### src/rtl/stage_sequencer.sv
// stage_sequencer: multi-cycle IF/ID/EX/MEM/WB step sequencer.
// Drives per-stage enable strobes, handshakes with instruction/data memory,
// skips MEM for non-memory ops and WB for stores/branches, and stops on
// ECALL (HALT) or on a memory handshake timeout (ERROR).
// Optional: define PERF_COUNTERS_EN to build the cycle/instret counters;
// otherwise cycle_cnt and instret_cnt are tied to zero.
//
// state     | meaning
// ----------+------------------------------------------------------
// IDLE      | waiting for start
// FETCH     | imem_req asserted, waiting for imem_ready
// DECODE    | ID_en strobe; ECALL diverts to HALT
// EXECUTE   | EX_en strobe; branch retires here
// MEMORY    | dmem_req asserted, waiting for dmem_ready; store retires
// WRITEBACK | wb_en + PC_en strobe (retire)
// HALT      | sticky ECALL stop
// ERROR     | sticky memory timeout

module stage_sequencer #(
  parameter int unsigned MEM_TIMEOUT = 15,
  parameter int unsigned CNT_W       = 32
) (
  input  logic             clk,
  input  logic             reset,
  input  logic             start,
  input  logic [6:0]       IF_op,
  input  logic             imem_ready,
  input  logic             dmem_ready,
  input  logic             stall_req,
  output logic             imem_req,
  output logic             IF_ir_en,
  output logic             ID_en,
  output logic             EX_en,
  output logic             dmem_req,
  output logic             wb_en,
  output logic             PC_en,
  output logic [2:0]       state,
  output logic             halted,
  output logic             timeout_err,
  output logic [CNT_W-1:0] cycle_cnt,
  output logic [CNT_W-1:0] instret_cnt
);

  typedef enum logic [2:0] {
    S_IDLE      = 3'd0,
    S_FETCH     = 3'd1,
    S_DECODE    = 3'd2,
    S_EXECUTE   = 3'd3,
    S_MEMORY    = 3'd4,
    S_WRITEBACK = 3'd5,
    S_HALT      = 3'd6,
    S_ERROR     = 3'd7
  } state_t;

  localparam logic [6:0] OP_LOAD   = 7'b0000011;
  localparam logic [6:0] OP_STORE  = 7'b0100011;
  localparam logic [6:0] OP_BRANCH = 7'b1100011;
  localparam logic [6:0] OP_ECALL  = 7'b1110011;

  // Wait counter holds the number of ready-less request cycles already seen;
  // reaching the last allowed value with ready still low means timeout.
  localparam logic [7:0] TMO_LAST = 8'(MEM_TIMEOUT - 1);

  state_t     r_state;
  state_t     w_next;
  logic [7:0] r_tmo;
  logic [7:0] w_tmo_next;
  logic       r_is_store;
  logic       w_is_store_next;

  // State, wait counter and memory-op kind registers.
  always_ff @(posedge clk or negedge reset) begin
    if (!reset) begin
      r_state    <= S_IDLE;
      r_tmo      <= '0;
      r_is_store <= 1'b0;
    end else begin
      r_state    <= w_next;
      r_tmo      <= w_tmo_next;
      r_is_store <= w_is_store_next;
    end
  end

  // Next-state decode plus the handshake/stall-gated strobes.
  always_comb begin
    w_next          = r_state;
    w_tmo_next      = r_tmo;
    w_is_store_next = r_is_store;
    IF_ir_en        = 1'b0;
    ID_en           = 1'b0;
    EX_en           = 1'b0;
    wb_en           = 1'b0;
    PC_en           = 1'b0;
    case (r_state)
      S_IDLE: begin
        if (start) w_next = S_FETCH;
      end
      S_FETCH: begin
        // ready on the final allowed cycle still wins over the timeout
        if (imem_ready) begin
          IF_ir_en = 1'b1;
          w_next   = S_DECODE;
        end else if (r_tmo == TMO_LAST) begin
          w_next = S_ERROR;
        end else begin
          w_tmo_next = r_tmo + 1'b1;
        end
      end
      S_DECODE: begin
        if (!stall_req) begin
          ID_en  = 1'b1;
          w_next = (IF_op == OP_ECALL) ? S_HALT : S_EXECUTE;
        end
      end
      S_EXECUTE: begin
        if (!stall_req) begin
          EX_en = 1'b1;
          if (IF_op == OP_LOAD || IF_op == OP_STORE) begin
            w_next          = S_MEMORY;
            w_is_store_next = (IF_op == OP_STORE);
          end else if (IF_op == OP_BRANCH) begin
            PC_en  = 1'b1;
            w_next = S_FETCH;
          end else begin
            w_next = S_WRITEBACK;
          end
        end
      end
      S_MEMORY: begin
        if (dmem_ready) begin
          if (r_is_store) begin
            PC_en  = 1'b1;
            w_next = S_FETCH;
          end else begin
            w_next = S_WRITEBACK;
          end
        end else if (r_tmo == TMO_LAST) begin
          w_next = S_ERROR;
        end else begin
          w_tmo_next = r_tmo + 1'b1;
        end
      end
      S_WRITEBACK: begin
        if (!stall_req) begin
          wb_en  = 1'b1;
          PC_en  = 1'b1;
          w_next = S_FETCH;
        end
      end
      default: begin
      end
    endcase
    // any state change starts a fresh wait window for FETCH/MEMORY
    if (w_next != r_state) w_tmo_next = '0;
  end

  assign state       = r_state;
  assign imem_req    = (r_state == S_FETCH);
  assign dmem_req    = (r_state == S_MEMORY);
  assign halted      = (r_state == S_HALT);
  assign timeout_err = (r_state == S_ERROR);

`ifdef PERF_COUNTERS_EN
  logic [CNT_W-1:0] r_cycle_cnt;
  logic [CNT_W-1:0] r_instret_cnt;
  logic             w_active;

  assign w_active = (r_state != S_IDLE) && (r_state != S_HALT) && (r_state != S_ERROR);

  // Free-running wrap-around counters, cleared only by reset.
  always_ff @(posedge clk or negedge reset) begin
    if (!reset) begin
      r_cycle_cnt   <= '0;
      r_instret_cnt <= '0;
    end else begin
      if (w_active) r_cycle_cnt   <= r_cycle_cnt + 1'b1;
      if (PC_en)    r_instret_cnt <= r_instret_cnt + 1'b1;
    end
  end

  assign cycle_cnt   = r_cycle_cnt;
  assign instret_cnt = r_instret_cnt;
`else
  assign cycle_cnt   = '0;
  assign instret_cnt = '0;
`endif

endmodule

### config.mk
export PLATFORM = sky130hd
export DESIGN_NAME = stage_sequencer
export DESIGN_NICKNAME = d
export VERILOG_FILES = /design/src/rtl/stage_sequencer.sv
export SDC_FILE = /design/constraint.sdc
export NUM_CORES = 1
export LEC_CHECK = 0
export CORE_ASPECT_RATIO = 0.75
export CORE_MARGIN = 2
export CORE_UTILIZATION = 37
export DETAILED_ROUTE_END_ITERATION = 10
export PLACE_DENSITY = 0.8
export SKIP_LAST_GASP = 1
export SLEW_MARGIN = 30
export SYNTH_ARGS = -nofsm -noshare
export SYNTH_HDL_FRONTEND = slang
export SYNTH_SLANG_ARGS = --single-unit
### constraint.sdc
create_clock -name clk -period 2.6 [get_ports clk]
set_input_delay 0.52 -clock clk [delete_from_list [all_inputs] [get_ports clk]]
set_output_delay 0.52 -clock clk [all_outputs]
set_load 0.005 [all_outputs]
## Word-level counts from Yosys, hierarchy flattened

Index checks and enable logic that the tools add are counted.

- Muxes and demuxes: 29
- Bitwise logic cells: 1
- $add $sub $neg: 1
- Reductions and logical operators: 5
- Equal/unequal tests: 15

Operators with widths:

| cell | number |
|---|---|
| 2-to-1 mux 3 bit | 11 |
| 2-to-1 mux 8 bit | 4 |
| case mux 3 bit (6 select lines) | 1 |
| case mux 8 bit (2 select lines) | 1 |
| equality test 7 bit, second input constant | 2 |
| equality test 3 bit, second input constant | 4 |
| 2-to-1 mux 1 bit | 11 |
| adder 8 x 1 -> 8 bit, second input constant | 1 |
| equality test 8 x 4 -> 1 bit, second input constant | 1 |
| equality test 7 x 2 -> 1 bit, second input constant | 1 |
| equality test 7 x 6 -> 1 bit, second input constant | 1 |
| equality test 3 x 2 -> 1 bit, second input constant | 2 |
| inequality test 3 x 2 -> 1 bit, second input constant | 2 |
| AND reduction 3 bit | 2 |
| equality test 3 x 1 -> 1 bit, second input constant | 1 |
| logical NOT 3 bit | 1 |
| inequality test 3 bit | 1 |
| case mux 1 bit (3 select lines) | 1 |
| nonzero test 3 bit | 1 |
| logical OR 1 bit | 1 |
| NOT 1 bit | 1 |

- Word-level logic and storage cells: 54
- Bits in registers: 12
- Output and inout port bits: 76

## Depth between registers and ports, before layout

Gate-level depths: netlist of run 1.

- Depth after elaboration: 8
- Depth in mapped cells: 8

## Worst setup path after synthesis of run 1

OpenSTA, ideal clock, no wires.

- Path type: input-to-reg
- Start point: input IF_op[2]
- End point: register r_tmo[1]
- Setup slack: 671 ps
- Library setup time: 87 ps
- Data arrival time: 1842 ps
- Stages: 6
- Buffers on the path: 0
- Cells stage by stage: nand4bb_4 > nor2_2 > mux2_4 > o311ai_4 > a2111o_1 > a211oi_2

- Word-level cells in the longest chain between the ends: 8

RTL lines:

| what | line | source |
|---|---|---|
| start, declared | 26 | `input logic [6:0] IF_op,` |
| equality test 7 bit, or another cell as far along | 121 | `end else if (IF_op == OP_BRANCH) begin` |
| 2-to-1 mux 3 bit or logical OR 1 bit (tied branches) | 121, 118 |  |
| 2-to-1 mux 3 bit | 118 | `if (IF_op == OP_LOAD \|\| IF_op == OP_STORE) begin` |
| 2-to-1 mux 3 bit | 116 | `if (!stall_req) begin` |
| case mux 3 bit (6 select lines) (*) | 94 | `case (r_state)` |
| named net w_next[2] | 65 | `state_t w_next;` |
| inequality test 3 bit (*) | 154 | `if (w_next != r_state) w_tmo_next = '0;` |
| inequality test 3 x 2 -> 1 bit (no source line) or nonzero test 3 bit (tied branches) | n/a |  |
| AND reduction 3 bit (no source line) | n/a |  |
| end signal, assigned | 79 | `r_tmo <= w_tmo_next;` |
| end, declared | 66 | `logic [7:0] r_tmo;` |

Mark *: on every way through the listed nets, which the timed path passes. The rest lies on a longest branch.
A chain may end at the register's enable or synchronous reset.

## Worst setup path after layout of run 1

- Start point: input IF_op[2]
- End point: output PC_en

- Word-level cells in the longest chain between the ends: 5

RTL lines:

| what | line | source |
|---|---|---|
| equality test 7 bit, or another cell as far along | 121 |  |
| 2-to-1 mux 1 bit or logical OR 1 bit (tied branches) | 121, 118 |  |
| 2-to-1 mux 1 bit (*) | 118 |  |
| 2-to-1 mux 1 bit (*) | 116 |  |
| case mux 1 bit (3 select lines) (*) | 94 |  |
| end, declared | 36 | `output logic PC_en,` |

Every way passes the cells marked *; elsewhere a longest branch is shown, timed or not.

==> results of run 1 <==
cell families after synthesis:
logic type                 Yosys count
other                                1
xor gates and xnor gates             7
and+or+nand+nor                     53
DFF                                 12
buffers and inverters               73
adders and majority gates            2
muxes                                2
AOI/OAI and AO/OA                   23
cells in the mapped netlist, drive strengths merged, types with 2 or more instances:
master	count	area share, %
ha	2	1.7
a211oi	2	1.4
a21oi	3	1.0
nand4	4	1.7
and3	3	1.3
nor2	14	3.8
nand2	7	1.8
a21o	2	1.0
o21ai	9	3.4
buf	67	35
xor2	6	3.7
mux2	2	1.8
a31oi	2	0.87
nor3b	4	2.1
nand2b	5	2.2
dfrtp	12	21
and2	2	0.87
nor3	4	2.2
nand3	2	0.70
inv	5	1.3
layout by cell type, fill, tap and decap left out, types with 2 or more instances in the layout:
cell type | Yosys | layout
nor3b_1 | 4 | 3
xor2_1 | 6 | 6
inv_2 | 2 | 2
nor2_1 | 13 | 13
dfrtp_1 | 12 | 12
clkdlybuf4s50_1 | 0 | 21
conb_1 | 1 | 64
nor3_1 | 3 | 3
buf_4 | 65 | 12
inv_1 | 3 | 3
nand4_1 | 4 | 4
nand2_1 | 7 | 7
o21ai_1 | 2 | 2
clkbuf_8 | 0 | 4
nand2b_1 | 5 | 5
a21o_1 | 2 | 2
and3_1 | 3 | 3
nand3_1 | 2 | 2
o21ai_0 | 6 | 6
and2_1 | 2 | 2
dlymetal6s2s_1 | 0 | 2
ha_1 | 2 | 2
a31oi_1 | 2 | 2
a21oi_1 | 3 | 3
routing by layer:
metal,track usage (%),wire length (um),vias to the layer above
met4,3.90,24,0
met5,0,0,-
met2,20.7,1410,47
met3,4.21,207,2
met1,14.1,1160,505
li1,-,-,525
state kept, by name (all words and copies together) (netlist names):
| name | flops |
|---|---|
| r_is_store | 1 |
| r_tmo | 8 |
| state | 3 |
path summary, 6_finish.rpt:
kind,end,from
max,PC_en,IF_op[2]
min,r_is_store$_DFFE_PN0P_,r_is_store$_DFFE_PN0P_
max reg2reg,r_tmo[1]$_DFFE_PN0P_,r_tmo[0]$_DFFE_PN0P_
min reg2reg,r_is_store$_DFFE_PN0P_,r_is_store$_DFFE_PN0P_
max in group asynchronous,r_tmo[6]$_DFFE_PN0P_,reset
min in group asynchronous,r_tmo[3]$_DFFE_PN0P_,reset
per-stage QoR:
stage                     instance area, um2  hold WS, ps  setup slack (ps)  TNS [ps]
after floorplan                         1680          224               671         0
after global placement                  1560          531              -193      -193
after detailed placement                1560          526              -223      -246
after CTS                               1620          541              33.2         0
after global routing                    1630          587              9.12         0
final                                   1630          544              78.9         0
power by group through the flow:
stage	clock, mW	combinational, mW	sequential, mW
final	0.203	0.764	0.256
after global routing	0.220	0.829	0.261
after CTS	0.210	0.760	0.255
after detailed placement	0	0.759	0.257
after global placement	0	0.746	0.256
after floorplan	0	0.561	0.257
layout make-up:
| type | count | share of cell area [%] |
|---|---|---|
| Clock buffer | 4 | 3.38 |
| Inverter | 5 | 1.15 |
| Multi-Input combinational cell | 151 | 52.4 |
| Sequential cell | 12 | 18.4 |
| Tap cell | 52 | 4.00 |
| Timing Repair Buffer | 36 | 20.6 |
critical path, cell delays in order:
cell	delay (ps)
clkdlybuf4s50_1	410
nand4bb_4	240
or4_1	520
o21ai_0	90
clkdlybuf4s15_1	220
==> flow_metrics.py, run 1 <==
metrics = {
    "final_layout": {
        "nFillCells": 375,
        "register_area_um2": 300,
        "diodes": 0,
        "stdcell_count": 260,
        "multi_input_comb_area_um2": 853,
        "final_core_util_pct": 44.2,
        "drive_gt1_share_pct": 13.5,
        "nets": 224,
        "syn_to_final_growth_pct": 13.1,
    },
    "synth": {
        "yosys.area_share.adder_pct": 1.74,
        "synth_compound_area_share_pct": 11.9,
        "ys_ff_latch": 12,
        "syn_inst": 173,
        "synth-simple-area-share_pct": 22.5,
        "synth-main-ff-cell": "dfrtp_1",
        "synth_top_family_by_area": "buffers and inverters",
        "synth_edf_count": 0,
        "yosysSeqAreaShare_pct": 20.9,
        "avgSynthCellArea_um2": 8.32,
        "synthMuxAreaShare_pct": 1.83,
        "synthXorXnorAreaFrac_pct": 4.26,
        "async_flop_share_pct": 100,
        "ys_warn_count": 0,
        "ys_types": 45,
        "netlist_area_mm2": 0.00144,
    },
    "clock_network": {
        "clock_latency_ps": 240,
        "cts-buffers-inserted": 3,
        "cts_sinks": 12,
        "post_cts_resized": 2,
        "clk_pin_slew_ps": 50,
        "root_buffer": "clkbuf_8",
        "cts_max_level": 1,
        "cts_tree": "built",
        "post_cts_buffers": 0,
        "cts_buffer_depth": 2,
        "hold_buffers": 0,
    },
    "placement": {
        "io_buffers": 24,
        "gp_congestion": 0.892,
        "place_inst": 256,
        "hpwl_mm": 2.21,
    },
    "worst_setup_path": {
        "critical_path.startpoint_type": "input port",
        "endpoint_kind": "output pin",
        "setup.worst_path.class": "in -> out",
        "ff2ff_path_depth": 7,
        "crit_fanout": 2,
        "required_ps": 2080,
        "r2r_slack_ps": 530,
        "crit_arrival_ps": 2000,
    },
    "pwr": {
        "pwr_density_cell_mw_per_mm2": 751,
        "vdd_drop_max_v": 0.000373,
        "seq_power_share_pct": 20.9,
        "internal-power_mw": 0.712,
        "total_power_mw": 1.22,
        "p_sw_mw": 0.511,
        "power_switching_share_pct": 41.8,
        "combPwrFrac_pct": 62.5,
        "power_leakage_nw": 0.821,
        "clockPowerShare_pct": 16.6,
    },
    "drt": {
        "drtPass1Iterations": 4,
        "drtIter0Drc": 49,
        "drc": 0,
        "drt_wl_total_mm": 2.80,
        "wl_per_cell_um": 10.8,
        "vias": 1079,
        "detail-route-antenna-nets": 0,
        "viasPerCell": 4.15,
    },
    "timing": {
        "rsz0062_at_grt": "false",
        "worst_pin_slew_ps": 528,
        "relSlewSlack_pct": 64.7,
        "layout_min_cycle_time_ps": 2520,
        "period_share_pct": 97.0,
        "report.final.slew_viol_count": 0,
        "hold_violations": 0,
        "fmax_mhz": 397,
        "setup_viol": 0,
        "clock_skew_ps": 1.61,
    },
    "die": {
        "die_y_um": 58.0,
        "initial_core_util_pct": 39.0,
        "io_pins": 89,
        "std_cell_rows": 19,
        "die_area_mm2": 0.00441,
        "fp.coreArea_mm2": 0.00368,
        "die_x_um": 76.0,
    },
    "run_status": {
        "status": "completed",
    },
    "flow_run": {
        "timing.max_cap.violations": 0,
    },
    "global_routing": {
        "grt_use_total_pct": 11.9,
        "grt_max_degree": 21,
        "grt_pass1_wl_mm": 4.14,
        "grt_antenna_before_repair": 0,
        "grt_overflow": 0,
        "grt_pass1_vias": 898,
    },
    "min_path": {
        "holdPathStages": 1,
        "holdCritPathClass": "reg -> reg",
    },
}
Power figures use the tool's default switching activity.
==> run 2, diff against run 1 <==
--- a/constraint.sdc
+++ b/constraint.sdc
@@ -3,2 +3,2 @@
 set_output_delay 0.52 -clock clk [all_outputs]
-set_load 0.005 [all_outputs]
+set_load 0.05 [all_outputs]
==> flow_metrics.py, run 2 (same netlist as run 1, synthesis figures left out) <==
metrics = {
    "drt": {
        "wl_per_cell_um": 10.1,
        "drt_wl_total_mm": 2.56,
        "drtIter0Drc": 61,
        "drtPass1Iterations": 4,
        "viasPerCell": 4.12,
        "detail-route-antenna-nets": 0,
        "drc": 0,
        "vias": 1043,
    },
    "worst_setup_path": {
        "endpoint_kind": "output pin",
        "crit_arrival_ps": 1980,
        "critical_path.startpoint_type": "input port",
        "ff2ff_path_depth": 7,
        "r2r_slack_ps": 570,
        "setup.worst_path.class": "in -> out",
        "required_ps": 2080,
        "crit_fanout": 4,
    },
    "clock_network": {
        "hold_buffers": 0,
        "cts_max_level": 1,
        "clock_latency_ps": 240,
        "clk_pin_slew_ps": 50,
        "root_buffer": "clkbuf_8",
        "cts-buffers-inserted": 3,
        "cts_buffer_depth": 2,
        "cts_tree": "built",
        "cts_sinks": 12,
    },
    "flow_run": {
        "timing.max_cap.violations": 0,
    },
    "die": {
        "std_cell_rows": 19,
        "die_y_um": 58.0,
        "io_pins": 89,
        "die_area_mm2": 0.00441,
        "fp.coreArea_mm2": 0.00368,
        "initial_core_util_pct": 39.0,
        "die_x_um": 76.0,
    },
    "timing": {
        "layout_min_cycle_time_ps": 2500,
        "rsz0062_at_grt": "false",
        "report.final.slew_viol_count": 0,
        "setup_viol": 0,
        "hold_violations": 0,
        "worst_pin_slew_ps": 517,
        "relSlewSlack_pct": 65.4,
        "period_share_pct": 96.1,
        "tns_ps": 0,
        "clock_skew_ps": 1.30,
        "fmax_mhz": 400,
    },
    "global_routing": {
        "grt_pass1_wl_mm": 3.90,
        "grt_use_total_pct": 11.3,
        "grt_antenna_before_repair": 0,
        "grt_max_degree": 14,
        "grt_pass1_vias": 860,
        "grt_overflow": 0,
    },
    "run_status": {
        "status": "completed",
    },
    "min_path": {
        "holdPathStages": 2,
        "holdCritPathClass": "reg -> reg",
    },
    "final_layout": {
        "mostFrequentLayoutCells": "conb_1, clkdlybuf4s50_1, nor2_1",
        "largest_reg_flops": 8,
        "final_core_util_pct": 44.4,
        "diodes": 0,
        "drive_gt1_share_pct": 14.9,
        "regMostFlops": "r_tmo",
        "nets": 217,
        "syn_to_final_growth_pct": 13.7,
        "final_common_cell": "conb_1",
    },
    "pwr": {
        "vdd_drop_max_v": 0.000351,
        "power_leakage_nw": 0.787,
        "pwr_density_cell_mw_per_mm2": 1020,
    },
    "placement": {
        "hpwl_mm": 2.13,
        "io_buffers": 24,
        "gp_congestion": 0.953,
    },
}
[run 2: cell types whose count changed in the layout (fill, tap and decap cells not counted), moves of 2 or more]
cell,delta
clkdlybuf4s50_1,-4
dlymetal6s2s_1,-2
buf_12,+6
buf_4,-6
[run 2: cell type report]
type                            count  area [um2]
Fill cell                         360        2050
Multi-Input combinational cell    151         862
Timing Repair Buffer               29         335
Sequential cell                    12         300
Tap cell                           52        65.1
Clock buffer                        4        55.1
Inverter                            5        18.8
[run 2: path summary, 6_finish.rpt]
kind	startpoint	to
worst max register to register	state[0]$_DFF_PN0_	r_tmo[1]$_DFFE_PN0P_
min in group asynchronous	reset	r_tmo[0]$_DFFE_PN0P_
worst min-delay path	r_tmo[7]$_DFFE_PN0P_	r_tmo[7]$_DFFE_PN0P_
worst max-delay path	IF_op[2]	PC_en
max in group asynchronous	reset	state[2]$_DFF_PN0_
worst min register to register	r_tmo[7]$_DFFE_PN0P_	r_tmo[7]$_DFFE_PN0P_
[run 2: through the flow]
stage	area [um2]	hold WS [ps]	setup WS (ps)	total power [mW]	instances
finish	1640	555	102	1.67	253
global route	1640	568	36.0	1.77	253
CTS	1630	556	38.4	1.67	253
detailed placement	1570	545	48.1	1.46	249
global placement	1570	536	58.1	1.45	249
floorplan	1680	224	96.0	1.22	236
[run 2: routing by layer]
metal | vias up | track usage, % | part of all wire [%]
met5 | - | 0 | 0
met4 | 0 | 5.45 | 1.4
met3 | 4 | 3.58 | 7.1
met2 | 44 | 18.0 | 48
met1 | 484 | 14.3 | 43
li1 | 511 | - | -
[run 2: worst max-delay path, stage by stage]
cell             delay [ps]
clkdlybuf4s50_1         400
nand4bb_4               250
or4_1                   540
o21ai_2                 100
buf_12                  160
[run 2: where the power goes]
part	switching, mW	total, mW	internal [mW]	leakage (nW)
Sequential	0.0573	0.280	0.223	0.160
Clock	0.0638	0.197	0.133	0.0288
Combinational	0.792	1.19	0.397	0.598
[run 2: repair_timing]
item / CTS / global route
endpoints found under the setup margin: 0 / 1
resized for setup: 0 / 2
setup buffers: 0 / 0
==> run 3, diff against run 2 <==
- CORE_UTILIZATION: 37 -> 35
- CTS_CLUSTER_SIZE: unset -> 24
- PLACE_DENSITY: 0.8 -> 0.77
==> flow_metrics.py, run 3 (same netlist as run 1, synthesis figures left out) <==
metrics = {
    "run_status": {
        "status": "completed",
    },
    "placement": {
        "hpwl_mm": 2.15,
        "gp_congestion": 0.877,
        "dp_slack_ps": -11.9,
        "placed_area_mm2": 0.00160,
        "io_buffers": 24,
    },
    "final_layout": {
        "final_common_cell": "conb_1",
        "syn_to_final_growth_pct": 14.4,
        "nets": 220,
        "regMostFlops": "r_tmo",
        "fin_area_mm2": 0.00165,
        "diodes": 0,
        "mostFrequentLayoutCells": "conb_1, clkdlybuf4s50_1, nor2_1",
        "largest_reg_flops": 8,
        "drive_gt1_share_pct": 16.3,
        "nFillCells": 427,
    },
    "global_routing": {
        "grt_pass1_vias": 834,
        "grt_use_total_pct": 10.5,
        "grt_antenna_before_repair": 0,
        "grt_pass1_wl_mm": 3.77,
        "grt_max_degree": 15,
        "grt_overflow": 0,
    },
    "pwr": {
        "vdd_drop_max_v": 0.000672,
        "combPwrFrac_pct": 71.2,
        "internal-power_mw": 0.756,
        "pwr_density_cell_mw_per_mm2": 1030,
        "p_sw_mw": 0.933,
        "power_switching_share_pct": 55.2,
        "seq_power_share_pct": 19.0,
        "total_power_mw": 1.69,
        "clockPowerShare_pct": 9.8,
        "power_leakage_nw": 0.795,
    },
    "timing": {
        "hold_violations": 0,
        "period_share_pct": 96.2,
        "fmax_mhz": 400,
        "setup_slack_ps": 98.2,
        "relSlewSlack_pct": 66.0,
        "clock_skew_ps": 3.80,
        "setup_viol": 0,
        "worst_pin_slew_ps": 509,
        "report.final.slew_viol_count": 0,
        "tns_ps": 0,
        "layout_min_cycle_time_ps": 2500,
        "whs_ps": 526,
    },
    "clock_network": {
        "cts-buffers-inserted": 3,
        "cts_buffer_depth": 2,
        "clock_latency_ps": 240,
        "cts_tree": "built",
        "hold_buffers": 0,
        "cts_max_level": 1,
        "root_buffer": "clkbuf_8",
        "post_cts_buffers": 0,
        "cts_sinks": 12,
        "clk_pin_slew_ps": 50,
    },
    "drt": {
        "detail-route-antenna-nets": 0,
        "wl_per_cell_um": 10.3,
        "drtPass1Iterations": 4,
        "vias": 1067,
        "drc": 0,
        "drtIter0Drc": 16,
        "viasPerCell": 4.14,
        "drt_wl_total_mm": 2.65,
    },
    "min_path": {
        "holdCritPathClass": "reg -> reg",
        "min-delay-start": "r_is_store$_DFFE_PN0P_",
        "hold_end": "r_is_store$_DFFE_PN0P_",
        "holdPathStages": 1,
    },
    "flow_run": {
        "timing.max_cap.violations": 0,
    },
    "worst_setup_path": {
        "reg2reg_from": "state[0]$_DFF_PN0_",
        "ff2ff_path_depth": 7,
        "endpoint_kind": "output pin",
        "r2r-end": "r_tmo[3]$_DFFE_PN0P_",
        "r2r_slack_ps": 470,
        "crit_fanout": 3,
        "required_ps": 2080,
        "crit_arrival_ps": 1980,
        "setup.worst_path.class": "in -> out",
        "critical_path.startpoint_type": "input port",
    },
    "die": {
        "die_area_mm2": 0.00465,
        "io_pins": 89,
        "fp.coreArea_mm2": 0.00400,
        "die_x_um": 78.0,
        "die_y_um": 59.5,
        "std_cell_rows": 20,
        "initial_core_util_pct": 35.9,
    },
}
## run 3: cell count changes in the layout (fill, tap and decap cells not counted)
cell / previous run / this run
clkdlybuf4s50_1: 17 / 16
buf_4: 6 / 10
clkbuf_8: 4 / 3
## run 3: cell type report
cell class              count  area [um2]  share of cell area (%)
multi-input cells         151         862                    52.4
inverters                   5        18.8                    1.14
well taps                  55        68.8                    4.18
repair buffers             32         355                    21.6
flip-flops and latches     12         300                    18.2
clock buffers               3        41.3                    2.51
## run 3: stage by stage
step	cells	util, %
6_report	258	41.1
5_1_grt	258	41.1
4_1_cts	258	41.0
3_5_place_dp	255	39.9
3_3_place_gp	255	39.9
2_1_floorplan	236	-
## run 3: worst max-delay path by stage
stage | startpoint | slack (ps) | endpoint
CTS | IF_op[0] | 60 | PC_en
global placement | stall_req | 30 | PC_en
detailed placement | stall_req | -10 | PC_en
finish | stall_req | 100 | PC_en
floorplan | state[1]$_DFF_PN0_ | 100 | r_tmo[5]$_DFFE_PN0P_
global route | stall_req | -20 | PC_en
## run 3: power by group through the flow
stage / registers (mW) / logic (mW) / clock network (mW)
finish: 0.320 / 1.20 / 0.166
global route: 0.328 / 1.27 / 0.179
CTS: 0.317 / 1.20 / 0.169
detailed placement: 0.318 / 1.19 / 0
global placement: 0.316 / 1.19 / 0
floorplan: 0.336 / 0.884 / 0
## run 3: per-layer routing
layer	up-vias	GRT usage [%]	wire length, um
met4	0	4.51	31
li1	516	-	-
met2	39	16.5	1250
met5	-	0	0
met3	5	2.29	149
met1	507	14.2	1220
## run 3: what timing repair did
action / in CTS / in global routing
pin swaps: 0 / 1
resized for setup: 1 / 1
endpoints found under the setup margin: 1 / 1
## run 3: worst max-delay path, stage by stage
cell	delay (ps)
clkdlybuf4s50_1	450
nor3b_2	230
nand2_1	90
or4_1	430
o21ai_2	100
buf_12	160
